==> src/rtl/rv_mc_sequencer.sv <==
// Multicycle control sequencer for the bus-based RV32I datapath: decoded control
// fields, one encoded bus driver per cycle, memory handshake with timeout, trap and instret.
module rv_mc_sequencer #(
    parameter int CNT_W       = 32,
    parameter int MEM_TIMEOUT = 16,
    parameter int TO_W        = 5
) (
    input  logic             clk,
    input  logic             rst,
    input  logic [6:0]       opcode,
    input  logic [2:0]       funct3,
    input  logic             funct7b5,
    input  logic             mem_ready,
    input  logic             br_taken,
    output logic [2:0]       bus_sel,
    output logic [2:0]       imm_sel,
    output logic             pc_en,
    output logic             a_en,
    output logic             b_en,
    output logic             ir_en,
    output logic             wd_en,
    output logic             rf_ren,
    output logic             rf_wen,
    output logic [1:0]       rf_addr_sel,
    output logic [3:0]       alu_op,
    output logic             alu_cmp,
    output logic             ram_ren,
    output logic             ram_wen,
    output logic             trap,
    output logic [1:0]       trap_cause,
    output logic [CNT_W-1:0] instret,
    output logic [4:0]       state_dbg
);

    localparam logic [4:0] S_F0    = 5'd0;
    localparam logic [4:0] S_F1    = 5'd1;
    localparam logic [4:0] S_DEC   = 5'd2;
    localparam logic [4:0] S_INC   = 5'd3;
    localparam logic [4:0] S_RS1   = 5'd4;
    localparam logic [4:0] S_RS2   = 5'd5;
    localparam logic [4:0] S_IMB   = 5'd6;
    localparam logic [4:0] S_EX    = 5'd7;
    localparam logic [4:0] S_LA    = 5'd8;
    localparam logic [4:0] S_LWAIT = 5'd9;
    localparam logic [4:0] S_SD    = 5'd10;
    localparam logic [4:0] S_SA    = 5'd11;
    localparam logic [4:0] S_BT0   = 5'd12;
    localparam logic [4:0] S_BT1   = 5'd13;
    localparam logic [4:0] S_BRS1  = 5'd14;
    localparam logic [4:0] S_BRS2  = 5'd15;
    localparam logic [4:0] S_BC    = 5'd16;
    localparam logic [4:0] S_BJ    = 5'd17;
    localparam logic [4:0] S_J0    = 5'd18;
    localparam logic [4:0] S_J1    = 5'd19;
    localparam logic [4:0] S_J2    = 5'd20;
    localparam logic [4:0] S_AU    = 5'd21;
    localparam logic [4:0] S_LU    = 5'd22;
    localparam logic [4:0] S_RET   = 5'd23;
    localparam logic [4:0] S_TRAP  = 5'd24;

    localparam logic [2:0] BUS_NONE  = 3'd0;
    localparam logic [2:0] BUS_PC    = 3'd1;
    localparam logic [2:0] BUS_ALU   = 3'd2;
    localparam logic [2:0] BUS_IMM   = 3'd3;
    localparam logic [2:0] BUS_RF    = 3'd4;
    localparam logic [2:0] BUS_RDATA = 3'd5;
    localparam logic [2:0] BUS_WD    = 3'd6;

    localparam logic [2:0] IMM_I  = 3'd0;
    localparam logic [2:0] IMM_S  = 3'd1;
    localparam logic [2:0] IMM_B  = 3'd2;
    localparam logic [2:0] IMM_U  = 3'd3;
    localparam logic [2:0] IMM_J  = 3'd4;
    localparam logic [2:0] IMM_C4 = 3'd5;

    localparam logic [1:0] RA_X0  = 2'd0;
    localparam logic [1:0] RA_RD  = 2'd1;
    localparam logic [1:0] RA_RS1 = 2'd2;
    localparam logic [1:0] RA_RS2 = 2'd3;

    localparam logic [1:0] CAUSE_ILLEGAL = 2'd1;
    localparam logic [1:0] CAUSE_TIMEOUT = 2'd2;

    localparam logic [6:0] OP_R     = 7'b0110011;
    localparam logic [6:0] OP_I     = 7'b0010011;
    localparam logic [6:0] OP_LW    = 7'b0000011;
    localparam logic [6:0] OP_SW    = 7'b0100011;
    localparam logic [6:0] OP_BR    = 7'b1100011;
    localparam logic [6:0] OP_JAL   = 7'b1101111;
    localparam logic [6:0] OP_JALR  = 7'b1100111;
    localparam logic [6:0] OP_LUI   = 7'b0110111;
    localparam logic [6:0] OP_AUIPC = 7'b0010111;

    logic [4:0]      state;
    logic [4:0]      state_nx;
    logic [1:0]      cause_nx;
    logic [TO_W-1:0] to_cnt;
    logic            waiting;
    logic            to_hit;
    logic [3:0]      alu_op_ex;

    logic is_r, is_i, is_lw, is_sw, is_br, is_jal, is_jalr, is_lui, is_auipc;

    assign is_r     = (opcode == OP_R);
    assign is_i     = (opcode == OP_I);
    assign is_lw    = (opcode == OP_LW);
    assign is_sw    = (opcode == OP_SW);
    assign is_br    = (opcode == OP_BR);
    assign is_jal   = (opcode == OP_JAL);
    assign is_jalr  = (opcode == OP_JALR);
    assign is_lui   = (opcode == OP_LUI);
    assign is_auipc = (opcode == OP_AUIPC);

    // funct7b5 only qualifies the I-type shifts (SRAI vs SRLI); elsewhere it is immediate bits.
    assign alu_op_ex = is_r ? {funct7b5, funct3}
                            : {(funct3 == 3'b101) & funct7b5, funct3};

    assign waiting = ((state == S_F1) || (state == S_LWAIT) || (state == S_SA)) && !mem_ready;
    assign to_hit  = (MEM_TIMEOUT != 0) && waiting && (to_cnt == TO_W'(MEM_TIMEOUT));

    assign state_dbg = state;

    always_comb begin
        state_nx = state;
        cause_nx = 2'd0;
        case (state)
            S_F0:  state_nx = S_F1;
            S_F1: begin
                if (mem_ready) begin
                    state_nx = S_DEC;
                end else if (to_hit) begin
                    state_nx = S_TRAP;
                    cause_nx = CAUSE_TIMEOUT;
                end
            end
            S_DEC: state_nx = S_INC;
            S_INC: begin
                if (is_r || is_i || is_lw || is_sw || is_jalr) begin
                    state_nx = S_RS1;
                end else if (is_br) begin
                    state_nx = S_BT0;
                end else if (is_jal || is_auipc) begin
                    state_nx = S_J0;
                end else if (is_lui) begin
                    state_nx = S_LU;
                end else begin
                    state_nx = S_TRAP;
                    cause_nx = CAUSE_ILLEGAL;
                end
            end
            S_RS1: state_nx = is_r ? S_RS2 : S_IMB;
            S_RS2: state_nx = S_EX;
            S_IMB: begin
                if (is_lw)        state_nx = S_LA;
                else if (is_sw)   state_nx = S_SD;
                else if (is_jalr) state_nx = S_J1;
                else              state_nx = S_EX;
            end
            S_EX:  state_nx = S_RET;
            S_LA:  state_nx = S_LWAIT;
            S_LWAIT, S_SA: begin
                if (mem_ready) begin
                    state_nx = S_RET;
                end else if (to_hit) begin
                    state_nx = S_TRAP;
                    cause_nx = CAUSE_TIMEOUT;
                end
            end
            S_SD:   state_nx = S_SA;
            S_BT0:  state_nx = S_BT1;
            S_BT1:  state_nx = S_BRS1;
            S_BRS1: state_nx = S_BRS2;
            S_BRS2: state_nx = S_BC;
            S_BC:   state_nx = br_taken ? S_BJ : S_RET;
            S_BJ:   state_nx = S_RET;
            S_J0:   state_nx = is_auipc ? S_AU : S_J1;
            S_J1:   state_nx = S_J2;
            S_J2:   state_nx = S_RET;
            S_AU:   state_nx = S_RET;
            S_LU:   state_nx = S_RET;
            S_RET:  state_nx = S_F0;
            S_TRAP: state_nx = S_TRAP;
            default: state_nx = S_F0;
        endcase
    end

    always_ff @(posedge clk) begin
        if (rst) begin
            state      <= S_F0;
            to_cnt     <= '0;
            trap_cause <= 2'd0;
            instret    <= '0;
        end else begin
            state <= state_nx;
            if (state_nx != state) begin
                to_cnt <= '0;
            end else if (waiting && (to_cnt != '1)) begin
                to_cnt <= to_cnt + 1'b1;
            end
            if ((state_nx == S_TRAP) && (state != S_TRAP)) begin
                trap_cause <= cause_nx;
            end
            if (state == S_RET) begin
                instret <= instret + 1'b1;
            end
        end
    end

    // Outputs are forced low while rst is high so RAM strobes drop in the reset cycle itself.
    always_comb begin
        bus_sel     = BUS_NONE;
        imm_sel     = IMM_I;
        pc_en       = 1'b0;
        a_en        = 1'b0;
        b_en        = 1'b0;
        ir_en       = 1'b0;
        wd_en       = 1'b0;
        rf_ren      = 1'b0;
        rf_wen      = 1'b0;
        rf_addr_sel = RA_X0;
        alu_op      = 4'd0;
        alu_cmp     = 1'b0;
        ram_ren     = 1'b0;
        ram_wen     = 1'b0;
        trap        = 1'b0;
        if (!rst) begin
            case (state)
                S_F0: begin
                    bus_sel = BUS_PC;
                    ram_ren = 1'b1;
                    a_en    = 1'b1;
                end
                S_F1: begin
                    ram_ren = 1'b1;
                    if (mem_ready) begin
                        bus_sel = BUS_RDATA;
                        ir_en   = 1'b1;
                    end
                end
                S_DEC: begin
                    imm_sel = IMM_C4;
                    bus_sel = BUS_IMM;
                    b_en    = 1'b1;
                end
                S_INC: begin
                    bus_sel = BUS_ALU;
                    pc_en   = 1'b1;
                    wd_en   = 1'b1;
                end
                S_RS1, S_BRS1: begin
                    rf_addr_sel = RA_RS1;
                    rf_ren      = 1'b1;
                    bus_sel     = BUS_RF;
                    a_en        = 1'b1;
                end
                S_RS2, S_BRS2: begin
                    rf_addr_sel = RA_RS2;
                    rf_ren      = 1'b1;
                    bus_sel     = BUS_RF;
                    b_en        = 1'b1;
                end
                S_IMB: begin
                    imm_sel = is_sw ? IMM_S : IMM_I;
                    bus_sel = BUS_IMM;
                    b_en    = 1'b1;
                end
                S_EX: begin
                    alu_op      = alu_op_ex;
                    bus_sel     = BUS_ALU;
                    rf_addr_sel = RA_RD;
                    rf_wen      = 1'b1;
                end
                S_LA: begin
                    bus_sel = BUS_ALU;
                    ram_ren = 1'b1;
                end
                S_LWAIT: begin
                    ram_ren = 1'b1;
                    if (mem_ready) begin
                        bus_sel     = BUS_RDATA;
                        rf_addr_sel = RA_RD;
                        rf_wen      = 1'b1;
                    end
                end
                S_SD: begin
                    rf_addr_sel = RA_RS2;
                    rf_ren      = 1'b1;
                    bus_sel     = BUS_RF;
                    wd_en       = 1'b1;
                end
                S_SA: begin
                    bus_sel = BUS_ALU;
                    ram_wen = 1'b1;
                end
                S_BT0: begin
                    imm_sel = IMM_B;
                    bus_sel = BUS_IMM;
                    b_en    = 1'b1;
                end
                S_BT1: begin
                    bus_sel = BUS_ALU;
                    wd_en   = 1'b1;
                end
                S_BC:  alu_cmp = 1'b1;
                S_BJ: begin
                    bus_sel = BUS_WD;
                    pc_en   = 1'b1;
                end
                S_J0: begin
                    imm_sel = is_auipc ? IMM_U : IMM_J;
                    bus_sel = BUS_IMM;
                    b_en    = 1'b1;
                end
                S_AU: begin
                    bus_sel     = BUS_ALU;
                    rf_addr_sel = RA_RD;
                    rf_wen      = 1'b1;
                end
                // Link (oldPC+4 held in WD) is written before the PC moves, so rd==rs1 is safe.
                S_J1: begin
                    bus_sel     = BUS_WD;
                    rf_addr_sel = RA_RD;
                    rf_wen      = 1'b1;
                end
                S_J2: begin
                    bus_sel = BUS_ALU;
                    alu_op  = is_jalr ? 4'b1111 : 4'b0000;
                    pc_en   = 1'b1;
                end
                S_LU: begin
                    imm_sel     = IMM_U;
                    bus_sel     = BUS_IMM;
                    rf_addr_sel = RA_RD;
                    rf_wen      = 1'b1;
                end
                S_TRAP: trap = 1'b1;
                default: ;
            endcase
        end
    end

endmodule

==> config.mk <==
export PLATFORM = sky130hd
export DESIGN_NAME = rv_mc_sequencer
export DESIGN_NICKNAME = d
export VERILOG_FILES = /design/src/rtl/rv_mc_sequencer.sv
export SDC_FILE = /design/constraint.sdc
export NUM_CORES = 1
export LEC_CHECK = 0
export ABC_AREA = 1
export CAP_MARGIN = 20
export CORE_ASPECT_RATIO = 1.2
export CORE_MARGIN = 1
export CORE_UTILIZATION = 55
export CTS_CLUSTER_DIAMETER = 120
export CTS_CLUSTER_SIZE = 28
export DETAILED_ROUTE_END_ITERATION = 10
export PLACE_DENSITY = 0.9
export SLEW_MARGIN = 25
export SYNTH_ARGS = -nofsm -noshare
export SYNTH_HDL_FRONTEND = slang
export SYNTH_SLANG_ARGS = --single-unit
==> constraint.sdc <==
create_clock -name clk -period 4.4 [get_ports clk]
set_clock_uncertainty 0.15 [all_clocks]
set_input_delay 0.66 -clock clk [delete_from_list [all_inputs] [get_ports clk]]
set_output_delay 0.66 -clock clk [all_outputs]
set_load 0.05 [all_outputs]
==> out/qor.yml, run 1 <==
outcome: "finished, final reports clean"
synth_top_area_cell: "dfxtp_1"
fin_crit_ns: 3.778
synth_edf_count: 0
synth_nets: 549
coreArea_um2: 5743
grt_use_met1_pct: 36.43
leakage_nw: 1.876
synth-simple-area-share_pct: 46.77
chipWidth_um: 72.84
antennaDiodeCount: 0
area_growth_pct: 27.16
hpwl_um: 7992
hold_viol_final: 0
cts.sinks: 44
dieArea_um2: 6337
cap_violations: 0
final_cell_mix: "nand2_1, nor2_1, inv_1"
mostFrequentLayoutCell: "nand2_1"
grt_pass1_wl_um: 15930
port_buffers: 76
worstMarginPinSlew_ns: 0.7947
num_vias: 3773
power.density_nw_per_um2: 364.2
n_fill_cell: 506
wl_per_cell_um: 14.45
finalInstanceArea_um2: 4212
htree_levels: 2
start_util_pct: 57.67
synth_top_area_share_pct: 26.60
first_global_vias: 3603
crit_slowest_cell: "dfxtp_1"
async_reset_ff_share_pct: 0
clk_pin_slew_ns: 0.08
finalSetupViolCount: 0
drtAntennaViolNets: 0
min_path_type: "reg -> reg"
path_common_cell: "nor2_1"
path_delay_family: "buffers and inverters"
synthXorXnorAreaFrac_pct: 2.645
cts_tree: "yes"
synth_top_family_by_area: "simple AND/OR/NAND/NOR gates"
grt_setup_unrepaired: "no"
cp_cell_sequence: "inv_1 > nand3_1 > nand2_1 > nor2_1 > inv_1 > nor2_1 > nor2_1 > clkdlybuf4s50_1"
cp-start-kind: "flip-flop"
grt_antenna_before_repair: 0
cp_max_fo: 19
cts_hold_buf: 0
top_usage_layer: "met2"
synth_area_leaders: "dfxtp_1, nand2_1, nor2_1, inv_1, nand3_1"
netlist_instances: 530
synth_area_um2: 3312
vdd_drop_max_v: 0.0004026
post-route-util_pct: 73.33
wl_um: 9927
post_cts_buffers: 0
place.gp.congestion: 0.9484
cts.path.max_buffers: 2
numCtsBuffers: 5
required_ns: 3.59
fp-row-count: 30
met2_usage_pct: 58.37
fmax_mhz: 264.7
drtIter0Drc: 213
setup-tns-final_ns: 0
end_kind: "primary output"
postSynthAreaPerCell_um2: 6.249
fin_nets: 626
worstPathArrival_ns: 2.97
slew_headroom_pct: 46.85
ys_ff_latch: 44
grt.total_usage_pct: 32.13
clk_latency_ns: 0.29
remaining_drc_errors: 0
crit_type: "reg -> out"
io_pins: 77
drive_gt1_share_pct: 10.54
grt_max_degree: 22
cts_root_buffer: "clkbuf_8"
fin_crit_sh_pct: 85.87
avgViaCountPerCell: 5.492
synth_fa_ha_area_share_pct: 1.511
first_pass_iters: 5
cts_resized: 0
synth.distinct_cells: 46
die_h_um: 87.01
synth_ff_type: "dfxtp_1"
placed_cell_area_um2: 4130
synth-compound-area-share_pct: 10.69
critPathMaxStageDelay_ns: 0.82
slew_viol_final: 0
yosys_warnings: 0
grt_use_met3_pct: 3.356
synthMuxAreaShare_pct: 0.3022
seq_area_frac_synth_pct: 26.60
critical_path_buf_inv_count: 3
grt_overflow: 0
[layout make-up]
| cell class | instances | area, um2 | share of cell area (%) |
|---|---|---|---|
| Multi-Input combinational cell | 389 | 2051 | 48.69 |
| Clock buffer | 5 | 68.82 | 1.634 |
| Sequential cell | 44 | 880.8 | 20.92 |
| Timing Repair Buffer | 79 | 768.2 | 18.24 |
| Inverter | 88 | 330.3 | 7.843 |
| Clock inverter | 2 | 12.51 | 0.2971 |
| Tap cell | 80 | 100.1 | 2.377 |
[final timing paths]
| path | from | to | slack, ns | cells after the start |
|---|---|---|---|---|
| worst max-delay path | state_dbg[4]$_SDFF_PP0_ | rf_addr_sel[1] | 0.62 | 8 |
| worst max register to register | state_dbg[4]$_SDFF_PP0_ | to_cnt[0]$_SDFFE_PP0P_ | 1.65 | 12 |
| worst min-delay path | instret[2]$_SDFFE_PP0N_ | instret[2]$_SDFFE_PP0N_ | 0.34 | 2 |
| worst min register to register | instret[2]$_SDFFE_PP0N_ | instret[2]$_SDFFE_PP0N_ | 0.34 | 2 |
[worst register-to-register path, delay by kind of cell (launching register included)]
kind	cells	cell delay, ns
buffers and inverters	1	0.30
flip-flops	1	0.82
AND/OR/NAND/NOR	11	1.43
[metrics by stage]
step	hold slack [ns]	setup slack [ns]	power, W	cells
after floorplan	0.3584	1.281	0.001056	530
after global placement	0.3122	0.8020	0.001271	680
after detailed placement	0.3312	0.7604	0.001266	680
after CTS	0.3447	0.6929	0.001521	687
after global routing	0.3793	0.3914	0.001610	687
final	0.3403	0.6216	0.001534	687
[report_power, final]
part,internal [W],switching [W]
logic,0.000243,0.000570
registers,0.000416,0.0000539
clock network,0.000108,0.000143
[cells in the mapped netlist (2+ instances only)]
cell type / n
nor2_2: 8
nand2_1: 101
buf_6: 2
o211ai_1: 2
nand2_2: 5
clkbuf_1: 6
inv_2: 8
xor2_1: 9
nand4_1: 14
nor2_4: 4
nor2_1: 89
nor3_1: 21
nand3_2: 9
nor2_8: 2
o21ai_0: 21
dfxtp_1: 44
ha_1: 4
nand3_1: 35
a21oi_1: 28
a31oi_1: 5
o21a_1: 2
inv_1: 79
nor4_1: 7
nor3_2: 3
[registers in the layout, summed over array words and instances (netlist names)]
signal,cells
to_cnt,5
instret,32
state_dbg,5
trap_cause,2
[metal layers]
| metal | part of all wire, % | up-vias | routed length, um |
|---|---|---|---|
| met3 | 5.7 | 28 | 565 |
| met5 | 0 | - | 0 |
| met1 | 39 | 1708 | 3904 |
| met4 | 4.0 | 0 | 396 |
| li1 | - | 1875 | - |
| met2 | 51 | 162 | 5061 |
[kinds of logic after synthesis]
| group | count (synthesis) |
|---|---|
| xor gates and xnor gates | 10 |
| and+or+nand+nor | 310 |
| buffers and inverters | 97 |
| DFF | 44 |
| AOI/OAI and AO/OA | 64 |
| muxes | 1 |
| adders and majority gates | 4 |
No activity file was read; power rests on OpenSTA's default activity.
==> inputs of run 2 (changes only) <==
--- a/config.mk
+++ b/config.mk
@@ -8,11 +8,12 @@
 export ABC_AREA = 1
 export CAP_MARGIN = 20
 export CORE_ASPECT_RATIO = 1.2
-export CORE_MARGIN = 1
+export CORE_MARGIN = 3
 export CORE_UTILIZATION = 55
 export CTS_CLUSTER_DIAMETER = 120
 export CTS_CLUSTER_SIZE = 28
 export DETAILED_ROUTE_END_ITERATION = 10
+export GPL_TIMING_DRIVEN = 0
 export PLACE_DENSITY = 0.9
 export SLEW_MARGIN = 25
 export SYNTH_ARGS = -nofsm -noshare
==> out/qor.yml, run 2 (synthesized netlist as in run 1, its figures left out) <==
setup-tns-final_ns: 0  # unchanged
cts_resized: 0  # unchanged
htree_levels: 2  # unchanged
hpwl_um: 8306  # was 7992 um
p_int_w: 0.0008584  # was 0.0007672 W
vdd_drop_max_v: 0.0005161  # was 0.0004026 V
fp-row-count: 30  # unchanged
pwr-share-seq_pct: 27.5  # was 30.6%
cts_hold_buf: 0  # unchanged
num_vias: 3880  # was 3773
clk_latency_ns: 0.30  # was 0.29 ns
cts.sinks: 44  # unchanged
numCtsBuffers: 5  # unchanged
hp-start: "trap_cause[1]$_SDFFE_PP0P_"  # was instret[2]$_SDFFE_PP0N_
drtAntennaViolNets: 0  # unchanged
dpl.cell_count: 685  # was 680
required_ns: 3.59  # about the same
whs_path_depth: 2  # unchanged
die_h_um: 91.01  # was 87.01 um
grt_max_degree: 15  # was 22
worstReg2RegEnd: "to_cnt[3]$_SDFFE_PP0P_"  # was to_cnt[0]$_SDFFE_PP0P_
slew_headroom_pct: 53.68  # was 46.85%
end_kind: "primary output"  # unchanged
cp-start-kind: "flip-flop"  # unchanged
outcome: "finished, final reports clean"  # unchanged
leakage_nw: 1.892  # was 1.876 nW
cts_tree: "yes"  # unchanged
start_util_pct: 57.67  # unchanged
fin_crit_ns: 3.841  # was 3.778 ns
grt.total_usage_pct: 30.39  # was 32.13%
worstMarginPinSlew_ns: 0.6949  # was 0.7947 ns
post_cts_buffers: 0  # unchanged
fin_cells: 693  # was 687
antennaDiodeCount: 0  # unchanged
drtIter0Drc: 209  # was 213
grt_pass1_wl_um: 17510  # was 15930 um
cts_root_buffer: "clkbuf_8"  # unchanged
worstPathArrival_ns: 3.03  # was 2.97 ns
first_global_vias: 3830  # was 3603
largest_reg_flops: 32  # unchanged
n_fill_cell: 497  # was 506
finalSetupViolCount: 0  # unchanged
worstHoldEndpoint: "trap_cause[1]$_SDFFE_PP0P_"  # was instret[2]$_SDFFE_PP0N_
power_frac_clock_pct: 20.7  # was 16.3%
power.density_nw_per_um2: 381.8  # was 364.2 nW/um2
area_growth_pct: 29.35  # was 27.16%
avgViaCountPerCell: 5.599  # was 5.492
wl_um: 10510  # was 9927 um
switchingPower_w: 0.0007773  # was 0.0007668 W
grt_overflow: 0  # unchanged
dieArea_um2: 6993  # was 6337 um2
swShare_pct: 47.52  # was 49.99%
wl_per_cell_um: 15.16  # was 14.45 um
final_cell_mix: "nand2_1, nor2_1, inv_1"  # unchanged
hold_viol_final: 0  # unchanged
cp_max_fo: 7  # was 19
fin_nets: 631  # was 626
crit_type: "reg -> out"  # unchanged
min_path_type: "reg -> reg"  # unchanged
p_comb_share_pct: 51.8  # was 53.0%
grt_antenna_before_repair: 0  # unchanged
remaining_drc_errors: 0  # unchanged
ff2ff_path_depth: 13  # was 12
fin_crit_sh_pct: 87.30  # was 85.87%
coreArea_um2: 5743  # unchanged
place.gp.congestion: 1.018  # was 0.9484
drive_gt1_share_pct: 9.625  # was 10.54%
regMostFlops: "instret"  # unchanged
slew_viol_final: 0  # unchanged
fmax_mhz: 260.3  # was 264.7 MHz
clk_pin_slew_ns: 0.09  # was 0.08 ns
holdWs_ns: 0.3640  # was 0.3403 ns
cap_violations: 0  # unchanged
grt_setup_unrepaired: "no"  # unchanged
io_pins: 77  # unchanged
r2r-start: "state_dbg[1]$_SDFF_PP0_"  # was state_dbg[4]$_SDFF_PP0_
mostFrequentLayoutCell: "nand2_1"  # unchanged
port_buffers: 75  # was 76
cts.path.max_buffers: 2  # unchanged
first_pass_iters: 4  # was 5
chipWidth_um: 76.84  # was 72.84 um
r2r_slack_ns: 2.09  # was 1.65 ns
## run 2: cell types whose count changed in the layout (fill, tap and decap cells not counted), moves of 2 or more
| cell | before | now |
|---|---|---|
| clkdlybuf4s50_1 | 70 | 75 |
| buf_4 | 9 | 0 |
| clkbuf_1 | 0 | 6 |
| buf_6 | 0 | 2 |
## run 2: worst max-delay path, cell delays in order (launching register included)
cell,delay [ns]
dfxtp_1,0.58
inv_2,0.09
nor2_2,0.28
nand3_1,0.22
inv_1,0.17
nor2_1,0.09
o211ai_1,0.15
nor4_1,0.10
a31oi_1,0.19
clkdlybuf4s50_1,0.85
## run 2: worst max path at each step
stage | slack, ns | startpoint | cells after the start | end
after floorplan | 1.28 | state_dbg[1]$_SDFF_PP0_ | 8 | bus_sel[1]
after global placement | 0.78 | opcode[3] | 9 | imm_sel[0]
after detailed placement | 0.74 | opcode[5] | 8 | alu_op[2]
after CTS | 0.65 | state_dbg[1]$_SDFF_PP0_ | 9 | bus_sel[1]
after global routing | 0.47 | state_dbg[1]$_SDFF_PP0_ | 9 | bus_sel[0]
final | 0.56 | state_dbg[1]$_SDFF_PP0_ | 9 | bus_sel[1]
## run 2: layout make-up
class	instances	area, um2	share of cell area, %
clock buffer	6	82.58	1.928
clock inverter	2	38.79	0.9054
buffer	9	50.05	1.168
multi-input combinational	389	2051	47.87
sequential	44	880.8	20.56
timing repair buffer	75	750.7	17.52
inverter	88	330.3	7.710
tap	80	100.1	2.336
## run 2: routing by layer
layer	global-route usage, %	vias to the layer above	part of all wire [%]
met2	55.09	184	51
met1	33.23	1775	38
li1	-	1879	-
met4	16.16	0	4.7
met3	5.357	42	6.1
met5	0	-	0
## run 2: per-stage QoR
| step | util [%] | setup slack (ns) | area, um2 | total power (W) |
|---|---|---|---|---|
| after floorplan | - | 1.281 | 3312 | 0.001056 |
| after global placement | 72.48 | 0.7782 | 4163 | 0.001285 |
| after detailed placement | 72.48 | 0.7416 | 4163 | 0.001286 |
| after CTS | 74.60 | 0.6506 | 4284 | 0.001622 |
| after global routing | 74.60 | 0.4741 | 4284 | 0.001723 |
| final | 74.60 | 0.5588 | 4284 | 0.001636 |
## run 2: power groups by stage
stage	clock [W]	combinational, W	sequential (W)
finish	0.000339	0.000847	0.000450
global route	0.000353	0.000918	0.000452
detailed placement	0	0.000828	0.000458
CTS	0.000340	0.000834	0.000449
global placement	0	0.000828	0.000457
floorplan	0	0.000557	0.000500
==> inputs of run 3 (changes only) <==
--- a/config.mk
+++ b/config.mk
@@ -9,12 +9,12 @@
 export CAP_MARGIN = 20
 export CORE_ASPECT_RATIO = 1.2
 export CORE_MARGIN = 3
-export CORE_UTILIZATION = 55
+export CORE_UTILIZATION = 45
 export CTS_CLUSTER_DIAMETER = 120
 export CTS_CLUSTER_SIZE = 28
 export DETAILED_ROUTE_END_ITERATION = 10
 export GPL_TIMING_DRIVEN = 0
-export PLACE_DENSITY = 0.9
+export PLACE_DENSITY = 0.76
 export SLEW_MARGIN = 25
 export SYNTH_ARGS = -nofsm -noshare
 export SYNTH_HDL_FRONTEND = slang
==> out/qor.yml, run 3 (synthesized netlist as in run 1, its figures left out) <==
setup-tns-final_ns: 0  # unchanged
largest_reg_flops: 32  # unchanged
cp-start-kind: "flip-flop"  # unchanged
place.gp.congestion: 0.9554  # was 1.018
fin_crit_sh_pct: 85.64  # was 87.30%
remaining_drc_errors: 0  # unchanged
post_cts_buffers: 0  # unchanged
worstMarginPinSlew_ns: 0.7130  # was 0.6949 ns
outcome: "finished, final reports clean"  # unchanged
place_ws_ns: 0.7459  # was 0.7416 ns
port_buffers: 75  # unchanged
grt_pass1_wl_um: 17060  # was 17510 um
fin_nets: 631  # unchanged
dieArea_um2: 8429  # was 6993 um2
cp_max_fo: 7  # unchanged
slew_viol_final: 0  # unchanged
leakage_nw: 1.886  # was 1.892 nW
chipWidth_um: 84.32  # was 76.84 um
grt_setup_unrepaired: "no"  # unchanged
n_fill_cell: 701  # was 497
first_pass_iters: 5  # was 4
drtIter0Drc: 205  # was 209
wl_um: 10230  # was 10510 um
clk_latency_ns: 0.30  # about the same
cts.path.max_buffers: 2  # unchanged
cts_root_buffer: "clkbuf_8"  # unchanged
min_path_type: "reg -> reg"  # unchanged
first_global_vias: 3723  # was 3830
area_growth_pct: 29.43  # was 29.35%
cts.sinks: 44  # unchanged
cts_resized: 0  # unchanged
cap_violations: 0  # unchanged
die_h_um: 99.98  # was 91.01 um
numCtsBuffers: 5  # unchanged
fin_ws_ns: 0.6318  # was 0.5588 ns
avgViaCountPerCell: 5.476  # was 5.599
io_pins: 77  # unchanged
regMostFlops: "instret"  # unchanged
drtAntennaViolNets: 0  # unchanged
grt.total_usage_pct: 24.60  # was 30.39%
vdd_drop_max_v: 0.0005069  # was 0.0005161 V
start_util_pct: 47.46  # was 57.67%
grt_antenna_before_repair: 0  # unchanged
clk_pin_slew_ns: 0.09  # about the same
multi_input_area_um2: 2051  # unchanged
cts_hold_buf: 0  # unchanged
grt_max_degree: 16  # was 15
crit_type: "reg -> out"  # unchanged
wl_per_cell_um: 14.61  # was 15.16 um
finalSetupViolCount: 0  # unchanged
worstPathArrival_ns: 2.96  # was 3.03 ns
placed_cell_area_um2: 4172  # was 4163 um2
antennaDiodeCount: 0  # unchanged
coreArea_um2: 6978  # was 5743 um2
finalInstanceArea_um2: 4287  # was 4284 um2
hold_viol_final: 0  # unchanged
hpwl_um: 8164  # was 8306 um
required_ns: 3.59  # about the same
end_kind: "primary output"  # unchanged
fmax_mhz: 265.4  # was 260.3 MHz
grt_overflow: 0  # unchanged
mostFrequentLayoutCell: "nand2_1"  # unchanged
final_cell_mix: "nand2_1, nor2_1, inv_1"  # unchanged
slew_headroom_pct: 52.47  # was 53.68%
fin_crit_ns: 3.768  # was 3.841 ns
regArea_um2: 880.8  # unchanged
drive_gt1_share_pct: 9.625  # unchanged
htree_levels: 2  # unchanged
fp-row-count: 33  # was 30
num_vias: 3833  # was 3880
cts_tree: "yes"  # unchanged
power.density_nw_per_um2: 377.3  # was 381.8 nW/um2
[run 3: cell types whose count changed in the layout (fill, tap and decap cells not counted)]
cell        delta
clkinv_4       -1
clkbuf_8       -1
clkinvlp_4     +1
inv_6          +1
[run 3: power by group]
| group | leakage, nW | internal [W] | switching, W | total, W |
|---|---|---|---|---|
| Sequential | 0.355 | 0.000416 | 0.0000334 | 0.000450 |
| Clock | 0.0548 | 0.000171 | 0.000154 | 0.000325 |
| Combinational | 1.48 | 0.000256 | 0.000587 | 0.000843 |
[run 3: through the flow]
stage	instances	power, W	hold WS, ns	util (%)
finish	700	0.001617	0.3470	61.43
floorplan	530	0.001056	0.3584	-
detailed placement	692	0.001286	0.3264	59.78
CTS	700	0.001616	0.3423	61.43
global route	700	0.001724	0.3926	61.43
global placement	692	0.001287	0.3229	59.78
[run 3: layout make-up]
type / instances / share of cell area (%)
Multi-Input combinational cell: 389 / 47.84
Tap cell: 87 / 2.539
Inverter: 88 / 7.706
Clock inverter: 3 / 1.080
Clock buffer: 5 / 1.605
Buffer: 9 / 1.168
Timing Repair Buffer: 75 / 17.51
Sequential cell: 44 / 20.55
[run 3: worst max-delay path, cell delays in order, from the launching register on]
cell,delay [ns]
dfxtp_1,0.59
inv_2,0.10
nor2_2,0.25
nand3_1,0.20
inv_1,0.16
nor2_1,0.08
o211ai_1,0.17
nor4_1,0.10
a31oi_1,0.18
clkdlybuf4s50_1,0.84
[run 3: final timing paths]
check             slack (ns)  cells after the start                         end                  startpoint
setup reg to reg        2.12                     14      to_cnt[4]$_SDFFE_PP0P_     state_dbg[4]$_SDFF_PP0_
hold / removal          0.35                      2  trap_cause[1]$_SDFFE_PP0P_  trap_cause[1]$_SDFFE_PP0P_
setup / recovery        0.63                      9                  bus_sel[1]     state_dbg[1]$_SDFF_PP0_
hold reg to reg         0.35                      2  trap_cause[1]$_SDFFE_PP0P_  trap_cause[1]$_SDFFE_PP0P_
[run 3: routing by layer]
layer / global-route usage [%] / wire [um]
met3: 3.038 / 478
met4: 11.01 / 379
met5: 0 / 0
met1: 28.47 / 4292
met2: 45.02 / 5075
